==> src/rtl/counter_timer_low_if.sv <==
// Register bus for counter_timer_low: config, reload-value and count-value
// ports. The bus owner (CPU side) uses the master modport and the timer uses
// the slave modport.
`timescale 1ns/1ps

interface counter_timer_low_if;
   logic        reg_cfg_we;
   logic [31:0] reg_cfg_di;
   logic [31:0] reg_cfg_do;
   logic [3:0]  reg_val_we;
   logic [31:0] reg_val_di;
   logic [31:0] reg_val_do;
   logic [3:0]  reg_dat_we;
   logic [31:0] reg_dat_di;
   logic [31:0] reg_dat_do;

   modport master (
      output reg_cfg_we, reg_cfg_di, reg_val_we, reg_val_di, reg_dat_we, reg_dat_di,
      input  reg_cfg_do, reg_val_do, reg_dat_do
   );

   modport slave (
      input  reg_cfg_we, reg_cfg_di, reg_val_we, reg_val_di, reg_dat_we, reg_dat_di,
      output reg_cfg_do, reg_val_do, reg_dat_do
   );
endinterface

==> src/rtl/counter_timer_low.sv <==
// counter_timer_low: low 32-bit word of a chainable up/down counter/timer.
// Counts continuously or one-shot, can chain into a high-word counter through
// strobe/is_offset/stop_in, and raises a one-cycle interrupt after each stop.
// Optional feature: define COUNTER_TIMER_LOW_CAPTURE_EN to add a cap_in
// rising-edge capture register on reg_cap_do; otherwise reg_cap_do is 0.
`timescale 1ns/1ps

module counter_timer_low (
   input  logic                      clkin,
   input  logic                      resetn,
   counter_timer_low_if.slave        bus,
   output logic                      strobe,
   output logic                      is_offset,
   output logic                      enable_out,
   input  logic                      enable_in,
   input  logic                      stop_in,
   output logic                      stop_out,
   output logic                      irq_out,
   input  logic                      cap_in,
   output logic [31:0]               reg_cap_do
);

   logic        r_enable;
   logic        r_oneshot;
   logic        r_updown;
   logic        r_chain;
   logic        r_irq_ena;
   logic [31:0] r_value_reset;
   logic [31:0] r_value_cur;
   logic        r_lastenable;
   logic        r_stop_out;
   logic        r_stop_prev;
   logic        r_strobe;
   logic        r_irq_out;

   logic        w_loc_enable;
   logic        w_at_top;
   logic        w_at_zero;
   logic [31:0] w_cur_inc;
   logic [31:0] w_cur_dec;
   logic        w_unused_cfg;

   // In chained mode the high word can hold the low word off via enable_in.
   assign w_loc_enable = r_chain ? (r_enable & enable_in) : r_enable;
   assign w_at_top     = (r_value_cur == r_value_reset);
   assign w_at_zero    = (r_value_cur == 32'd0);
   assign w_cur_inc    = r_value_cur + 32'd1;
   assign w_cur_dec    = r_value_cur - 32'd1;
   assign w_unused_cfg = ^bus.reg_cfg_di[31:5];

   assign bus.reg_cfg_do = {27'd0, r_irq_ena, r_chain, r_updown, r_oneshot, r_enable};
   assign bus.reg_val_do = r_value_reset;
   assign bus.reg_dat_do = r_value_cur;
   assign enable_out     = r_enable;
   assign strobe         = r_strobe;
   assign stop_out       = r_stop_out;
   assign irq_out        = r_irq_out;
   // Tells the high word that the next low-word step wraps, so it can look ahead.
   assign is_offset      = r_chain & r_updown & w_loc_enable & w_at_top;

   // Configuration bits and byte-writable reload value.
   always_ff @(posedge clkin or negedge resetn) begin
      if (!resetn) begin
         r_enable      <= 1'b0;
         r_oneshot     <= 1'b0;
         r_updown      <= 1'b0;
         r_chain       <= 1'b0;
         r_irq_ena     <= 1'b0;
         r_value_reset <= 32'd0;
      end else begin
         if (bus.reg_cfg_we) begin
            r_enable  <= bus.reg_cfg_di[0];
            r_oneshot <= bus.reg_cfg_di[1];
            r_updown  <= bus.reg_cfg_di[2];
            r_chain   <= bus.reg_cfg_di[3];
            r_irq_ena <= bus.reg_cfg_di[4];
         end
         for (int b = 0; b < 4; b++) begin
            if (bus.reg_val_we[b]) r_value_reset[8*b +: 8] <= bus.reg_val_di[8*b +: 8];
         end
      end
   end

   // Count engine: software write wins, then start-up load, then up/down step.
   // NOTE: all state here uses <= so every branch reads the pre-edge values
   // of r_value_cur/r_stop_out regardless of statement order.
   always_ff @(posedge clkin or negedge resetn) begin
      if (!resetn) begin
         r_value_cur  <= 32'd0;
         r_lastenable <= 1'b0;
         r_stop_out   <= 1'b0;
         r_strobe     <= 1'b0;
      end else begin
         r_lastenable <= w_loc_enable;
         r_strobe     <= 1'b0;
         if (|bus.reg_dat_we) begin
            for (int b = 0; b < 4; b++) begin
               if (bus.reg_dat_we[b]) r_value_cur[8*b +: 8] <= bus.reg_dat_di[8*b +: 8];
            end
            if (!w_loc_enable) r_stop_out <= 1'b0;
         end else if (!w_loc_enable) begin
            r_stop_out <= 1'b0;
         end else if (!r_lastenable) begin
            r_value_cur <= r_updown ? 32'd0 : r_value_reset;
            r_stop_out  <= 1'b0;
         end else if (r_updown) begin
            if (w_at_top) begin
               // One-shot stops on its own when standalone, only with the high word when chained.
               if (r_oneshot && (!r_chain || stop_in)) begin
                  r_stop_out <= 1'b1;
               end else begin
                  r_value_cur <= 32'd0;
                  r_stop_out  <= 1'b0;
                  r_strobe    <= r_chain;
               end
            end else begin
               r_value_cur <= w_cur_inc;
               r_stop_out  <= ~r_chain & (w_cur_inc == 32'd0);
            end
         end else begin
            if (w_at_zero) begin
               if (r_oneshot && (!r_chain || stop_in)) begin
                  r_stop_out <= 1'b1;
               end else begin
                  r_value_cur <= r_value_reset;
                  r_stop_out  <= 1'b0;
                  r_strobe    <= r_chain;
               end
            end else begin
               r_value_cur <= w_cur_dec;
               r_stop_out  <= ~r_chain & (w_cur_dec == 32'd0);
            end
         end
      end
   end

   // Interrupt: one-cycle pulse the cycle after stop_out rises.
   always_ff @(posedge clkin or negedge resetn) begin
      if (!resetn) begin
         r_stop_prev <= 1'b0;
         r_irq_out   <= 1'b0;
      end else begin
         r_stop_prev <= r_stop_out;
         r_irq_out   <= r_irq_ena & w_loc_enable & r_stop_out & ~r_stop_prev;
      end
   end

`ifdef COUNTER_TIMER_LOW_CAPTURE_EN
   logic        r_cap_prev;
   logic [31:0] r_cap_val;

   // Capture value_cur on a cap_in rising edge; a same-cycle count write is not yet visible.
   always_ff @(posedge clkin or negedge resetn) begin
      if (!resetn) begin
         r_cap_prev <= 1'b0;
         r_cap_val  <= 32'd0;
      end else begin
         r_cap_prev <= cap_in;
         if (cap_in && !r_cap_prev) r_cap_val <= r_value_cur;
      end
   end

   assign reg_cap_do = r_cap_val;
`else
   logic w_unused_cap;
   assign w_unused_cap = cap_in;
   assign reg_cap_do   = 32'd0;
`endif

endmodule

==> src/flat_wrapper.sv <==
// flat-port wrapper written by rule: the top's interface ports become plain ports
module counter_timer_low_flat 
  (clkin, resetn, strobe, is_offset, enable_out, enable_in, stop_in, stop_out, irq_out, cap_in, reg_cap_do, bus_reg_cfg_we, bus_reg_cfg_di, bus_reg_val_we, bus_reg_val_di, bus_reg_dat_we, bus_reg_dat_di, bus_reg_cfg_do, bus_reg_val_do, bus_reg_dat_do);
  counter_timer_low_if bus_i ();
  input  logic clkin;
  input  logic resetn;
  output logic strobe;
  output logic is_offset;
  output logic enable_out;
  input  logic enable_in;
  input  logic stop_in;
  output logic stop_out;
  output logic irq_out;
  input  logic cap_in;
  output logic [31:0] reg_cap_do;
  input wire logic [$bits(bus_i.reg_cfg_we)-1:0] bus_reg_cfg_we;
  input wire logic [$bits(bus_i.reg_cfg_di)-1:0] bus_reg_cfg_di;
  input wire logic [$bits(bus_i.reg_val_we)-1:0] bus_reg_val_we;
  input wire logic [$bits(bus_i.reg_val_di)-1:0] bus_reg_val_di;
  input wire logic [$bits(bus_i.reg_dat_we)-1:0] bus_reg_dat_we;
  input wire logic [$bits(bus_i.reg_dat_di)-1:0] bus_reg_dat_di;
  output wire logic [$bits(bus_i.reg_cfg_do)-1:0] bus_reg_cfg_do;
  output wire logic [$bits(bus_i.reg_val_do)-1:0] bus_reg_val_do;
  output wire logic [$bits(bus_i.reg_dat_do)-1:0] bus_reg_dat_do;
  assign bus_i.reg_cfg_we = bus_reg_cfg_we;
  assign bus_i.reg_cfg_di = bus_reg_cfg_di;
  assign bus_i.reg_val_we = bus_reg_val_we;
  assign bus_i.reg_val_di = bus_reg_val_di;
  assign bus_i.reg_dat_we = bus_reg_dat_we;
  assign bus_i.reg_dat_di = bus_reg_dat_di;
  assign bus_reg_cfg_do = bus_i.reg_cfg_do;
  assign bus_reg_val_do = bus_i.reg_val_do;
  assign bus_reg_dat_do = bus_i.reg_dat_do;
  counter_timer_low u_core (.clkin(clkin), .resetn(resetn), .bus(bus_i), .strobe(strobe), .is_offset(is_offset), .enable_out(enable_out), .enable_in(enable_in), .stop_in(stop_in), .stop_out(stop_out), .irq_out(irq_out), .cap_in(cap_in), .reg_cap_do(reg_cap_do));
endmodule
==> config.mk <==
export PLATFORM = sky130hd
export DESIGN_NAME = counter_timer_low_flat
export DESIGN_NICKNAME = d
export VERILOG_FILES = /design/src/rtl/counter_timer_low_if.sv /design/src/rtl/counter_timer_low.sv /design/src/flat_wrapper.sv
export SDC_FILE = /design/constraint.sdc
export NUM_CORES = 1
export LEC_CHECK = 0
export BUFFER_PORTS_ARGS = -buffer_cell sky130_fd_sc_hd__buf_4
export CAP_MARGIN = 20
export CORE_MARGIN = 2
export CORE_UTILIZATION = 50
export DETAILED_ROUTE_END_ITERATION = 10
export MAX_ROUTING_LAYER = met4
export PLACE_DENSITY_LB_ADDON = 0.2
export SLEW_MARGIN = 40
export SYNTH_ARGS = -nofsm -noshare
export SYNTH_HDL_FRONTEND = slang
export SYNTH_SLANG_ARGS = --single-unit
==> constraint.sdc <==
create_clock -name clkin -period 3.7 [get_ports clkin]
set_input_delay 0.74 -clock clkin [delete_from_list [all_inputs] [get_ports clkin]]
set_output_delay 0.74 -clock clkin [all_outputs]
set_load 0.005 [all_outputs]
# Word-level counts from Yosys, hierarchy flattened
# Index checks and enable logic that the tools add are counted.
# W data, S select, Z words.
dict set report totals {
  input_bits 110
  mem_bits_ro 0
  out_inout_bits 133
  latchBits 0
  mem_bits_rw 0
  reg_bits 74
  n_memories 0
}
dict set report classes {
  n_lt_le_gt_ge 0
  mul 0
  div_mod_pow 0
  shifts 0
  muxes 29
  reduce_logical 12
  n_bitwise 11
  addsub 2
  n_eq_ne 8
}
# op count
set ops {}
lappend ops {{$mux W32} 9}
lappend ops {{$logic_not A32 Y1} 3}
lappend ops {{$add A32 B1 Y32 const B} 1}
lappend ops {{$eq A32 B32 Y1} 1}
lappend ops {{$mux W8} 4}
lappend ops {{$sub A32 B1 Y32 const B} 1}
lappend ops {{$mux W1} 16}
lappend ops {{$reduce_and A4 Y1} 4}
lappend ops {{$ne A2 B2 Y1 const B} 5}
lappend ops {{$and A1 B1 Y1} 9}
lappend ops {{$ne A5 B4 Y1 const B} 1}
lappend ops {{$ne A5 B5 Y1 const B} 1}
lappend ops {{$reduce_or A4 Y1} 1}
lappend ops {{$not A1 Y1} 2}
lappend ops {{$reduce_bool A2 Y1} 1}
lappend ops {{$logic_and A1 B1 Y1} 1}
lappend ops {{$logic_not A1 Y1} 1}
lappend ops {{$logic_or A1 B1 Y1} 1}

# Logic depth before layout (Yosys ltp)
# Gate-level depths: netlist of the first run.
dict set report logic_depth {
  ltp_word 9
  depth_mapped 12
}

# Worst setup path after synthesis of the first run
# Ideal clock, no wire load.
dict set report synth_timing {
  kind {reg-to-reg}
  startpoint {reg u_core.r_value_cur[8], in the netlist u_core.bus.reg_dat_do[8]}
  endpoint {reg u_core.r_value_cur[14], in the netlist u_core.bus.reg_dat_do[14]}
  path_buffers 3
  setup_ns 0.130
  setup_slack_ns 0.670
  period_less_slack_ns 3.030
  stages_incl_launch_ff 10
  arrival_time_ns 2.899
  cell_sequence {dfrtp_1 buf_6 or4_4 or4_4 or4_4 buf_6 buf_6 o211a_4 a2111oi_4 o31ai_1}
}
dict set report synth_between {
  elab_chain_len 6
  word_cells_on_any_way 13
  classes_between {add/sub (2); eq/ne (3); mux (6); reduce/logical (2)}
}
# element line
set synth_lines {}
lappend synth_lines {{from (decl)} counter_timer_low.sv:29} ;# logic [31:0] r_value_cur;
lappend synth_lines {{from (signal, indexed assignment)} counter_timer_low.sv:98} ;# if (bus.reg_dat_we[b]) r_value_cur[8*b +: 8] <= bus.reg_dat_di[8*b +: 8];
lappend synth_lines {{from (signal assigned)} counter_timer_low.sv:104} ;# r_value_cur <= r_updown ? 32'd0 : r_value_reset;
lappend synth_lines {{from (signal assigned)} counter_timer_low.sv:117} ;# r_value_cur <= w_cur_inc;
lappend synth_lines {{$sub A32 B1 Y32 (tied with other cells)} counter_timer_low.sv:48} ;# assign w_cur_dec = r_value_cur - 32'd1;
lappend synth_lines {{$mux W32, on equally long branches} {counter_timer_low.sv:121, counter_timer_low.sv:107}}
lappend synth_lines {{$mux W32} counter_timer_low.sv:106} ;# end else if (r_updown) begin
lappend synth_lines {{$mux W32} counter_timer_low.sv:103} ;# end else if (!r_lastenable) begin
lappend synth_lines {{$mux W32} counter_timer_low.sv:101} ;# end else if (!w_loc_enable) begin
lappend synth_lines {{$mux W32} counter_timer_low.sv:96} ;# if (|bus.reg_dat_we) begin
# Parallel ways exist; a longest one is shown, timed or not. The select of a mux whose other input is x is not followed.
# A chain may end at the register's enable or synchronous reset.

# Worst setup path after layout of the first run
dict set report layout_timing {
  startpoint {reg u_core.r_value_cur[3], in the netlist u_core.bus.reg_dat_do[3]}
  endpoint {out is_offset}
}
dict set report layout_between {
  elab_chain_len 2
}
# element line
set layout_lines {}
lappend layout_lines {{$eq A32 B32 Y1} counter_timer_low.sv:45} ;# assign w_at_top = (r_value_cur == r_value_reset);
lappend layout_lines {{$and A1 B1 Y1} counter_timer_low.sv:59} ;# assign is_offset = r_chain & r_updown & w_loc_enable & w_at_top;
lappend layout_lines {{to (decl)} flat_wrapper.sv:8} ;# output logic is_offset;
# Every way passes these cells.

==> results of run 1 <==
[state kept, by name, indices dropped and copies added (netlist names)]
signal and count:
u_core.r_lastenable 1, u_core.r_oneshot 1, u_core.r_irq_ena 1, u_core.r_stop_prev 1, u_core.bus.reg_dat_do 32, u_core.irq_out 1
u_core.r_updown 1, u_core.enable_out 1, u_core.strobe 1, u_core.bus.reg_val_do 32, u_core.r_chain 1, u_core.stop_out 1
[cell usage after synthesis (6+ instances only)]
| library cell | number |
|---|---|
| nand3_1 | 29 |
| nor4_1 | 30 |
| nand2b_1 | 7 |
| clkbuf_1 | 49 |
| dfrtp_1 | 74 |
| o31ai_1 | 20 |
| buf_4 | 69 |
| buf_1 | 7 |
| nor3_1 | 24 |
| inv_1 | 8 |
| or4_1 | 6 |
| a221oi_1 | 12 |
| xor2_1 | 54 |
| mux2_2 | 40 |
| a21oi_1 | 17 |
| and3_1 | 9 |
| nand4_1 | 12 |
| o21ai_0 | 34 |
| xnor2_1 | 35 |
| nor2_1 | 67 |
| a211oi_1 | 21 |
| or2_2 | 7 |
| nand2_1 | 66 |
| or3_1 | 12 |
| a221o_1 | 6 |
| o22ai_1 | 11 |
| nor3b_1 | 7 |
| o211ai_1 | 6 |
[per-layer routing]
layer  vias to the layer above  GRT usage (%)
met4                         0          11.18
met5                         -              -
met3                        47          6.702
met1                      3142          42.54
li1                       3114              -
met2                       391          45.99
[metrics by stage]
step                      util (%)  cells
after floorplan                  -    878
after CTS                    62.18   1137
after global routing         62.18   1137
after global placement       59.91   1121
after detailed placement     59.94   1121
final                        62.18   1137
[final cells by class]
type                       count  area, um^2  share of cell area [%]
clock buffer                   9       225.2                   2.746
multi-input combinational    663        4303                   52.46
clock inverter                 7       70.07                  0.8543
timing repair buffer         199        1498                   18.26
sequential                    74        1852                   22.58
tap                          176       220.2                   2.685
inverter                       9       33.78                  0.4119
[path summary, 6_finish.rpt]
kind                                               start                         to  slack (ps)
worst min-delay path                              resetn  u_core.bus.reg_dat_do[23]         400
worst max register to register  u_core.bus.reg_dat_do[2]  u_core.bus.reg_dat_do[19]         380
worst min register to register        u_core.r_stop_prev             u_core.irq_out         400
worst max-delay path            u_core.bus.reg_dat_do[3]                  is_offset         260
min in group clkin                    u_core.r_stop_prev             u_core.irq_out         400
max in group asynchronous                         resetn   u_core.bus.reg_val_do[5]        2850
[logic make-up (layout without fill, tap and decap cells)]
| family | count (synthesis) | in the layout | share of synthesized area (%) |
|---|---|---|---|
| muxes | 42 | 42 | 6.973 |
| DFF | 74 | 74 | 27.45 |
| adders and majority gates | 5 | 5 | 0.9273 |
| buffers and inverters | 141 | 224 | 12.09 |
| other | 1 | 59 | 0.05558 |
| and+or+nand+nor | 299 | 299 | 23.05 |
| xor gates and xnor gates | 89 | 89 | 11.55 |
| AOI/OAI and AO/OA | 169 | 169 | 17.90 |
[where the power goes]
group	leakage, uW	switching, uW	internal [uW]
Combinational	0.00246	494	438
Clock	0.000145	360	520
Sequential	0.000888	171	889
[critical path, stage by stage (launching register included)]
cell     delay [ps]
dfrtp_1         560
xor2_1          250
nor4_1          540
nand4_1         260
nor2_1          290
buf_4           190
and3_1          150
buf_4           100
==> summary.txt, run 1 <==
Status
  • Status: finished, final reports clean

Routing
  • Remaining antenna violation count: 0
  • Remaining DRCs: 0
  • Vias: 6,694
  • Wire per inst: 19.24 um
  • Highest Signal Layer: met4
  • Metal-1 WL: 9410 um
  • Met2 WL: 9976 um
  • Initial DRC Count: 762
  • Vias/cell: 5.887
  • Detail Route met3 WL: 1968 um
  • Post-Route WL: 21,880 um
  • Pre-antenna DRT Iters: 5

Place
  • I/O Buffers: 155
  • GP Congestion: 0.9808
  • Placed Area: 0.007906 mm^2
  • Pre-CTS setup slack: 455.9 ps
  • Dpl hpwl: 16,230 um

Synth
  • Sequential share of the synthesized area: 27.45%
  • Mapped cell area: 0.006746 mm^2
  • Synth Register Bits: 74
  • Area contributors post-synth: dfrtp_1 27%, buf_4 7.7%, xor2_1 7.0%
  • Post-synth EDFFs: 0
  • Async S/R FF share, synth: 100.0%
  • Dominant cell type by area after synthesis: dfrtp_1
  • Synth warn: 0
  • Cells after synthesis: 820
  • Share of the synthesized area in the top cell type: 27.45%
  • Mean Syn Cell Area: 8.227 um^2
  • Synth Flop Type: dfrtp_1
  • Synth cell types: 66

Floorplan
  • IO Pins: 243
  • Die W: 120.2 um
  • Die Ht: 120.2 um
  • Initial core utilization: 51.15%
  • Cell Rows: 42
  • Die area: 0.01444 mm^2
  • Placeable Area: 0.01319 mm^2

Clocking
  • # resized after CTS: 0
  • Root Buffer: clkbuf_16
  • Reg clk slew, reported paths: 60 ps
  • Clock buffer depth: 2
  • Worst-skew pair later-pin latency: 350 ps
  • Number of buffers created by CTS: 9
  • Sink Count: 74
  • H-tree levels: 3
  • Post-CTS setup buffers: 0
  • CTS Hold Buffers Added: 0
  • CTS tree: yes

Pwr
  • Leak: 0.003492 uW
  • Maximum vdd drop: 0.0003523 V
  • Power Total: 2873 uW
  • Cell area power density: 350.3 mW/mm^2

STA
  • RSZ-0062 raised after global routing: no
  • Fmax: 0.2905 GHz
  • Final Hold Viols: 0
  • Setup tns final: 0 ps
  • Final Skew: 6.718 ps
  • Post-route setup slack: 257.8 ps
  • Hold Worst Slack: 399.0 ps
  • Post-route minimum period: 3442 ps
  • Max_slew headroom: 48.83%
  • Final period util: 93.03%
  • Least-Margin Pin Slew: 760.7 ps
  • Pins Over Slew Limit: 0
  • Setup violators final: 0

Worst setup path
  • Reg2Reg Depth: 9
  • Data required, critical path: 2960 ps
  • Setup crit end kind: output pin
  • Crit path launch type: register
  • CP Max Fanout: 13
  • Critical Path AT: 2700 ps
  • Setup CP Type: reg2out

Final layout
  • Fin nets: 1,071
  • Fin area: 0.008202 mm^2
  • Commonest non-fill, non-tap cell in the layout: buf_4
  • Most frequent cells in the layout: 198 x buf_4, 74 x dfrtp_1, 67 x nor2_1, 66 x nand2_1, 59 x conb_1
  • Area Growth Syn to Fin: 21.57%
  • Fill cell count: 1,224
  • Layout cells sized above 1: 28.82%
  • Diodes inserted: 0

Global routing
  • First-pass GRT wire length: 34,050 um
  • Initial antenna violation count: 0
  • Largest net degree at the start of global routing: 75
  • Total GRT Usage: 31.27%
  • Vias in the first global route: 6,278
  • Grt ovf: 0

Flow run
  • Max-cap violations: 0

Hold path
  • Hold Path Class: in2async
Power figures use the tool's default switching activity.
==> run 2, diff against run 1 <==
ABC_AREA = 1   (was default)
==> run 2 against run 1 <==
Compared with the run above: global-route usage rose by 2.9 points; critical path type unchanged; routed wire length rose by 23%; count of clock-buffer cells in the layout rose by 1; largest cell class unchanged; via count rose by 24%; cell count rose by 36%.
==> summary.txt, run 2 <==
Hold path
  • Hold Path Class: in2async

Synth
  • Synth Flop Type: dfrtp_1
  • Mux contribution to synthesized area: 0.4501%
  • Largest family of logic cells by synthesized area: simple AND/OR/NAND/NOR gates
  • Synth warn: 0
  • Most common cell in the netlist: nand2_1
  • Synth Area in Adders: 0.8335%
  • Share of the synthesized area in the top cell type: 24.67%
  • Mapped cell area: 0.007506 mm^2
  • Async S/R FF share, synth: 100.0%
  • Area contributors post-synth: dfrtp_1 25%, nand2_1 22%, nor2_1 10%
  • Complex-gate fraction of the synthesized area: 12.35%
  • Post-synthesis xor/xnor area fraction: 2.917%
  • Mean Syn Cell Area: 6.034 um^2
  • Sequential share of the synthesized area: 24.67%
  • Cells after synthesis: 1,244
  • Post-synth EDFFs: 0
  • Synth Register Bits: 74
  • Commonest cells in the netlist: 432 x nand2_1, 209 x nor2_1, 79 x inv_1, 74 x dfrtp_1, 74 x o21ai_0
  • Post-Synth Simple-Gate Area: 42.69%
  • Synth cell types: 44
  • Dominant cell type by area after synthesis: dfrtp_1

Global routing
  • Largest net degree at the start of global routing: 75
  • Grt ovf: 0
  • Vias in the first global route: 7,658
  • Initial antenna violation count: 0
  • First-pass GRT wire length: 41,370 um
  • Total GRT Usage: 34.21%

Clocking
  • Worst-skew pair later-pin latency: 350 ps
  • Post-CTS setup buffers: 0
  • CTS Hold Buffers Added: 0
  • Sink Count: 74
  • H-tree levels: 3
  • CTS tree: yes
  • Number of buffers created by CTS: 9
  • Clock buffer depth: 2
  • Reg clk slew, reported paths: 60 ps
  • # resized after CTS: 0
  • Root Buffer: clkbuf_16

Routing
  • Pre-antenna DRT Iters: 8
  • Post-Route WL: 27,000 um
  • Wire per inst: 17.43 um
  • Initial DRC Count: 792
  • Vias: 8,306
  • Vias/cell: 5.362
  • Remaining antenna violation count: 0
  • Remaining DRCs: 0

Pwr
  • Maximum vdd drop: 0.0002143 V
  • Cell area power density: 343.9 mW/mm^2
  • Leak: 0.004262 uW

STA
  • Final period util: 84.67%
  • Max_slew headroom: 48.31%
  • Final Hold Viols: 0
  • Post-route setup slack: 567.3 ps
  • Setup tns final: 0 ps
  • Setup violators final: 0
  • Pins Over Slew Limit: 0
  • Post-route minimum period: 3133 ps
  • Final Skew: 5.192 ps
  • RSZ-0062 raised after global routing: no
  • Fmax: 0.3192 GHz
  • Least-Margin Pin Slew: 775.3 ps

Place
  • I/O Buffers: 155
  • Pre-CTS setup slack: 878.2 ps
  • Dpl hpwl: 20,940 um
  • Dpl cells: 1,534
  • Placed Area: 0.008333 mm^2
  • GP Congestion: 1.028

Worst setup path
  • Setup CP Type: reg2out
  • Crit path launch type: register
  • CP Max Fanout: 9
  • Setup crit end kind: output pin
  • Critical Path AT: 2390 ps
  • Data required, critical path: 2960 ps

Status
  • Status: finished, final reports clean

Final layout
  • Most frequent cells in the layout: 432 x nand2_1, 208 x nor2_1, 160 x buf_4, 79 x inv_1, 74 x o21ai_0
  • Fin cells: 1,549
  • Fin nets: 1,476
  • Diodes inserted: 0
  • Fin area: 0.008657 mm^2
  • Commonest non-fill, non-tap cell in the layout: nand2_1
  • Area Growth Syn to Fin: 15.34%
  • Layout cells sized above 1: 18.39%

Floorplan
  • IO Pins: 243
  • Cell Rows: 44
  • Placeable Area: 0.01459 mm^2
  • Die area: 0.01601 mm^2
  • Die Ht: 126.5 um
  • Initial core utilization: 51.45%
  • Die W: 126.5 um

Flow run
  • Max-cap violations: 0
[run 2: changes by cell type in the layout (fill, tap and decap cells not counted), sizes merged, moves of 30 or more]
cell / change
o21ai: +74
nor2: +166
buf: -38
a21oi: +30
mux2: -37
xnor2: -33
nand2: +377
inv: +88
xor2: -31
[run 2: area by class of cell]
class | instances | area (um^2)
repair buffers | 161 | 1212
clock buffers | 10 | 239.0
inverters | 97 | 367.9
well taps | 184 | 230.2
fillers | 1510 | 5932
multi-input cells | 1018 | 4676
clock inverters | 5 | 78.83
flip-flops and latches | 74 | 1853
[run 2: routing by layer]
| layer | up-vias | routed length [um] | global-route usage [%] |
|---|---|---|---|
| li1 | 4029 | - | - |
| met1 | 3843 | 11590 | 46.07 |
| met2 | 395 | 12500 | 53.16 |
| met3 | 39 | 2312 | 5.567 |
| met4 | 0 | 596 | 10.28 |
| met5 | - | 0 | - |
[run 2: cells by family (layout without fill, tap and decap cells)]
logic type               count (synthesis)  after routing
AND/OR/NAND/NOR                        755            755
buffers and inverters                  210            273
AO/OA/AOI/OAI                          171            171
flip-flops                              74             74
XOR/XNOR                                25             25
adder cells (fa/ha/maj)                  5              5
multiplexers                             3              3
other                                    1             59
[run 2: through the flow]
stage / total power, uW / utilization, % / hold WS [ps]
2_1_floorplan: 1671 / - / 377.5
3_3_place_gp: 1987 / 57.09 / 391.0
3_5_place_dp: 1994 / 57.12 / 393.9
4_1_cts: 2965 / 59.30 / 406.0
5_1_grt: 3137 / 59.34 / 430.6
6_report: 2977 / 59.34 / 408.6
[run 2: power breakdown]
group          switching [uW]  internal [uW]  total, uW
Clock                     370            604        974
Sequential                191            884       1080
Combinational             561            366        927
Total                    1120           1850       2980
[run 2: worst paths after layout]
check	from	end	slack (ps)	cells after the start
setup / recovery	u_core.bus.reg_dat_do[20]	is_offset	570	9
hold / removal	resetn	u_core.bus.reg_val_do[15]	410	1
setup reg to reg	u_core.bus.reg_dat_do[20]	u_core.bus.reg_dat_do[7]	780	12
hold reg to reg	u_core.r_stop_prev	u_core.irq_out	410	1
max in group asynchronous	resetn	u_core.r_updown	2750	1
min in group clkin	u_core.r_stop_prev	u_core.irq_out	410	1
[run 2: critical path: stages, from the launching register on]
cell and delay [ps]:
dfrtp_1 610, inv_1 190, nand2_1 100, nand4_1 120, nor2_1 220, nand2_1 100, nor2_2 160, nand2_4 160
nor4_1 230, buf_4 170
==> run 3, diff against run 2 <==
CORE_UTILIZATION = 48   (was 50)
clock period = 2.7 ns   (was 3.7 ns; I/O delays follow)
==> run 3 against run 2 <==
Compared with the run above: via count rose by 2.3%; worst setup slack got worse by 450 ps; core utilization rose by 0.24 points; register-to-register slack got worse by 580 ps; critical path type unchanged; highest routed layer unchanged.
==> summary.txt, run 3 (synthesized netlist as in run 2, its figures left out) <==
Status
  • Status: finished, final reports clean

STA
  • Max_slew headroom: 59.66%
  • Final Skew: 7.934 ps
  • Least-Margin Pin Slew: 598.8 ps
  • Final Hold Viols: 0
  • Final period util: 95.56%
  • Setup violators final: 0
  • Hold Worst Slack: 110.4 ps
  • Post-route setup slack: 120.0 ps
  • Setup tns final: 0 ps
  • Pins Over Slew Limit: 0
  • Post-route minimum period: 2580 ps
  • RSZ-0062 raised after global routing: no
  • Fmax: 0.3876 GHz

Global routing
  • Initial antenna violation count: 0
  • Vias in the first global route: 7,645
  • First-pass GRT wire length: 42,140 um
  • Largest net degree at the start of global routing: 47
  • Grt ovf: 0
  • Total GRT Usage: 34.50%

Clocking
  • CTS Hold Buffers Added: 0
  • H-tree levels: 3
  • Clock buffer depth: 2
  • Reg clk slew, reported paths: 60 ps
  • Sink Count: 74
  • Root Buffer: clkbuf_16
  • Worst-skew pair later-pin latency: 350 ps
  • CTS tree: yes
  • Number of buffers created by CTS: 9

Place
  • Pre-CTS setup slack: 198.8 ps
  • I/O Buffers: 155
  • Dpl hpwl: 22,160 um
  • Dpl cells: 1,597
  • GP Congestion: 1.029

Routing
  • Pre-antenna DRT Iters: 5
  • Initial DRC Count: 791
  • Vias: 8,500
  • Remaining antenna violation count: 0
  • Vias/cell: 5.237
  • Post-Route WL: 27,840 um
  • Wire per inst: 17.16 um
  • Remaining DRCs: 0

Floorplan
  • Die W: 129.1 um
  • IO Pins: 243
  • Initial core utilization: 49.19%
  • Die Ht: 129.1 um
  • Placeable Area: 0.01526 mm^2
  • Cell Rows: 45
  • Die area: 0.01665 mm^2

Pwr
  • Leak: 0.004451 uW
  • NetSw: 1599 uW
  • Cell area power density: 455.2 mW/mm^2
  • Reg power frac: 34.6%
  • Internal: 2540 uW
  • Maximum vdd drop: 0.0004083 V
  • Power share of the clock group: 31.1%
  • Combinational share of power: 34.3%
  • Switch share: 38.64%

Final layout
  • Layout cells sized above 1: 23.30%
  • Commonest non-fill, non-tap cell in the layout: nand2_1
  • Most frequent cells in the layout: 432 x nand2_1, 205 x buf_4, 203 x nor2_1, 78 x inv_1, 74 x o21ai_0
  • Fin nets: 1,522
  • Fin cells: 1,623
  • Area Growth Syn to Fin: 21.12%
  • Diodes inserted: 0

Flow run
  • Max-cap violations: 0

Worst setup path
  • Setup CP Type: reg2out
  • Launch point of the worst reg-to-reg path: u_core.bus.reg_dat_do[6]
  • Data required, critical path: 2160 ps
  • Critical path startpoint: u_core.bus.reg_dat_do[11]
  • Crit path launch type: register
  • Critical Path AT: 2040 ps
  • CP Max Fanout: 6
  • Setup crit end kind: output pin

Hold path
  • Hold Path Class: in2async
run 3: what timing repair did:
item                                    4_1_cts  5_1_grt
hold endpoints to repair                      0        0
resized for setup                             9       25
pin swaps                                     0        0
endpoints found under the setup margin        1        2
cloned                                        0        0
buffers inserted                              0       10
run 3: metrics by stage:
step,util [%],area (um^2),total power (uW)
global route,59.58,9091,4359
global placement,56.66,8646,2780
detailed placement,56.66,8646,2791
CTS,58.79,8970,4084
finish,59.58,9091,4139
floorplan,-,7724,2290
run 3: layout make-up:
type / count / area, um^2
Clock inverter: 6 / 72.57
Tap cell: 211 / 264.0
Inverter: 97 / 367.9
Clock buffer: 10 / 239.0
Sequential cell: 74 / 1883
Fill cell: 1566 / 6167
Timing Repair Buffer: 207 / 1570
Multi-Input combinational cell: 1018 / 4695
run 3: critical path: stages, from the launching register on:
cell and delay (ps):
dfrtp_2 480, buf_4 170, nand2_1 70, nand4_1 130
nor2_2 190, nand2_1 120, nor2_2 140, nand2_4 90
nor4_2 140, buf_4 150
run 3: final timing paths:
check,end,slack [ps],cells past startpoint
max,is_offset,120,9
max reg2reg,u_core.bus.reg_dat_do[25],200,14
max in group asynchronous,u_core.bus.reg_dat_do[16],1990,2
min,u_core.bus.reg_dat_do[10],110,1
min in group clkin,u_core.r_chain,390,3
min reg2reg,u_core.irq_out,400,1
run 3: metal layers:
metal	GRT usage, %	up-vias	share of wire [%]
met2	52.63	398	45
met5	-	-	0
met4	11.38	0	2.9
li1	-	4133	-
met1	46.70	3917	44
met3	5.863	52	8.2
run 3: power groups by stage:
stage / sequential, uW / combinational [uW] / clock, uW
2_1_floorplan: 1340 / 946 / 0
3_3_place_gp: 1450 / 1330 / 0
3_5_place_dp: 1450 / 1340 / 0
4_1_cts: 1440 / 1350 / 1300
5_1_grt: 1450 / 1570 / 1340
6_report: 1430 / 1420 / 1290
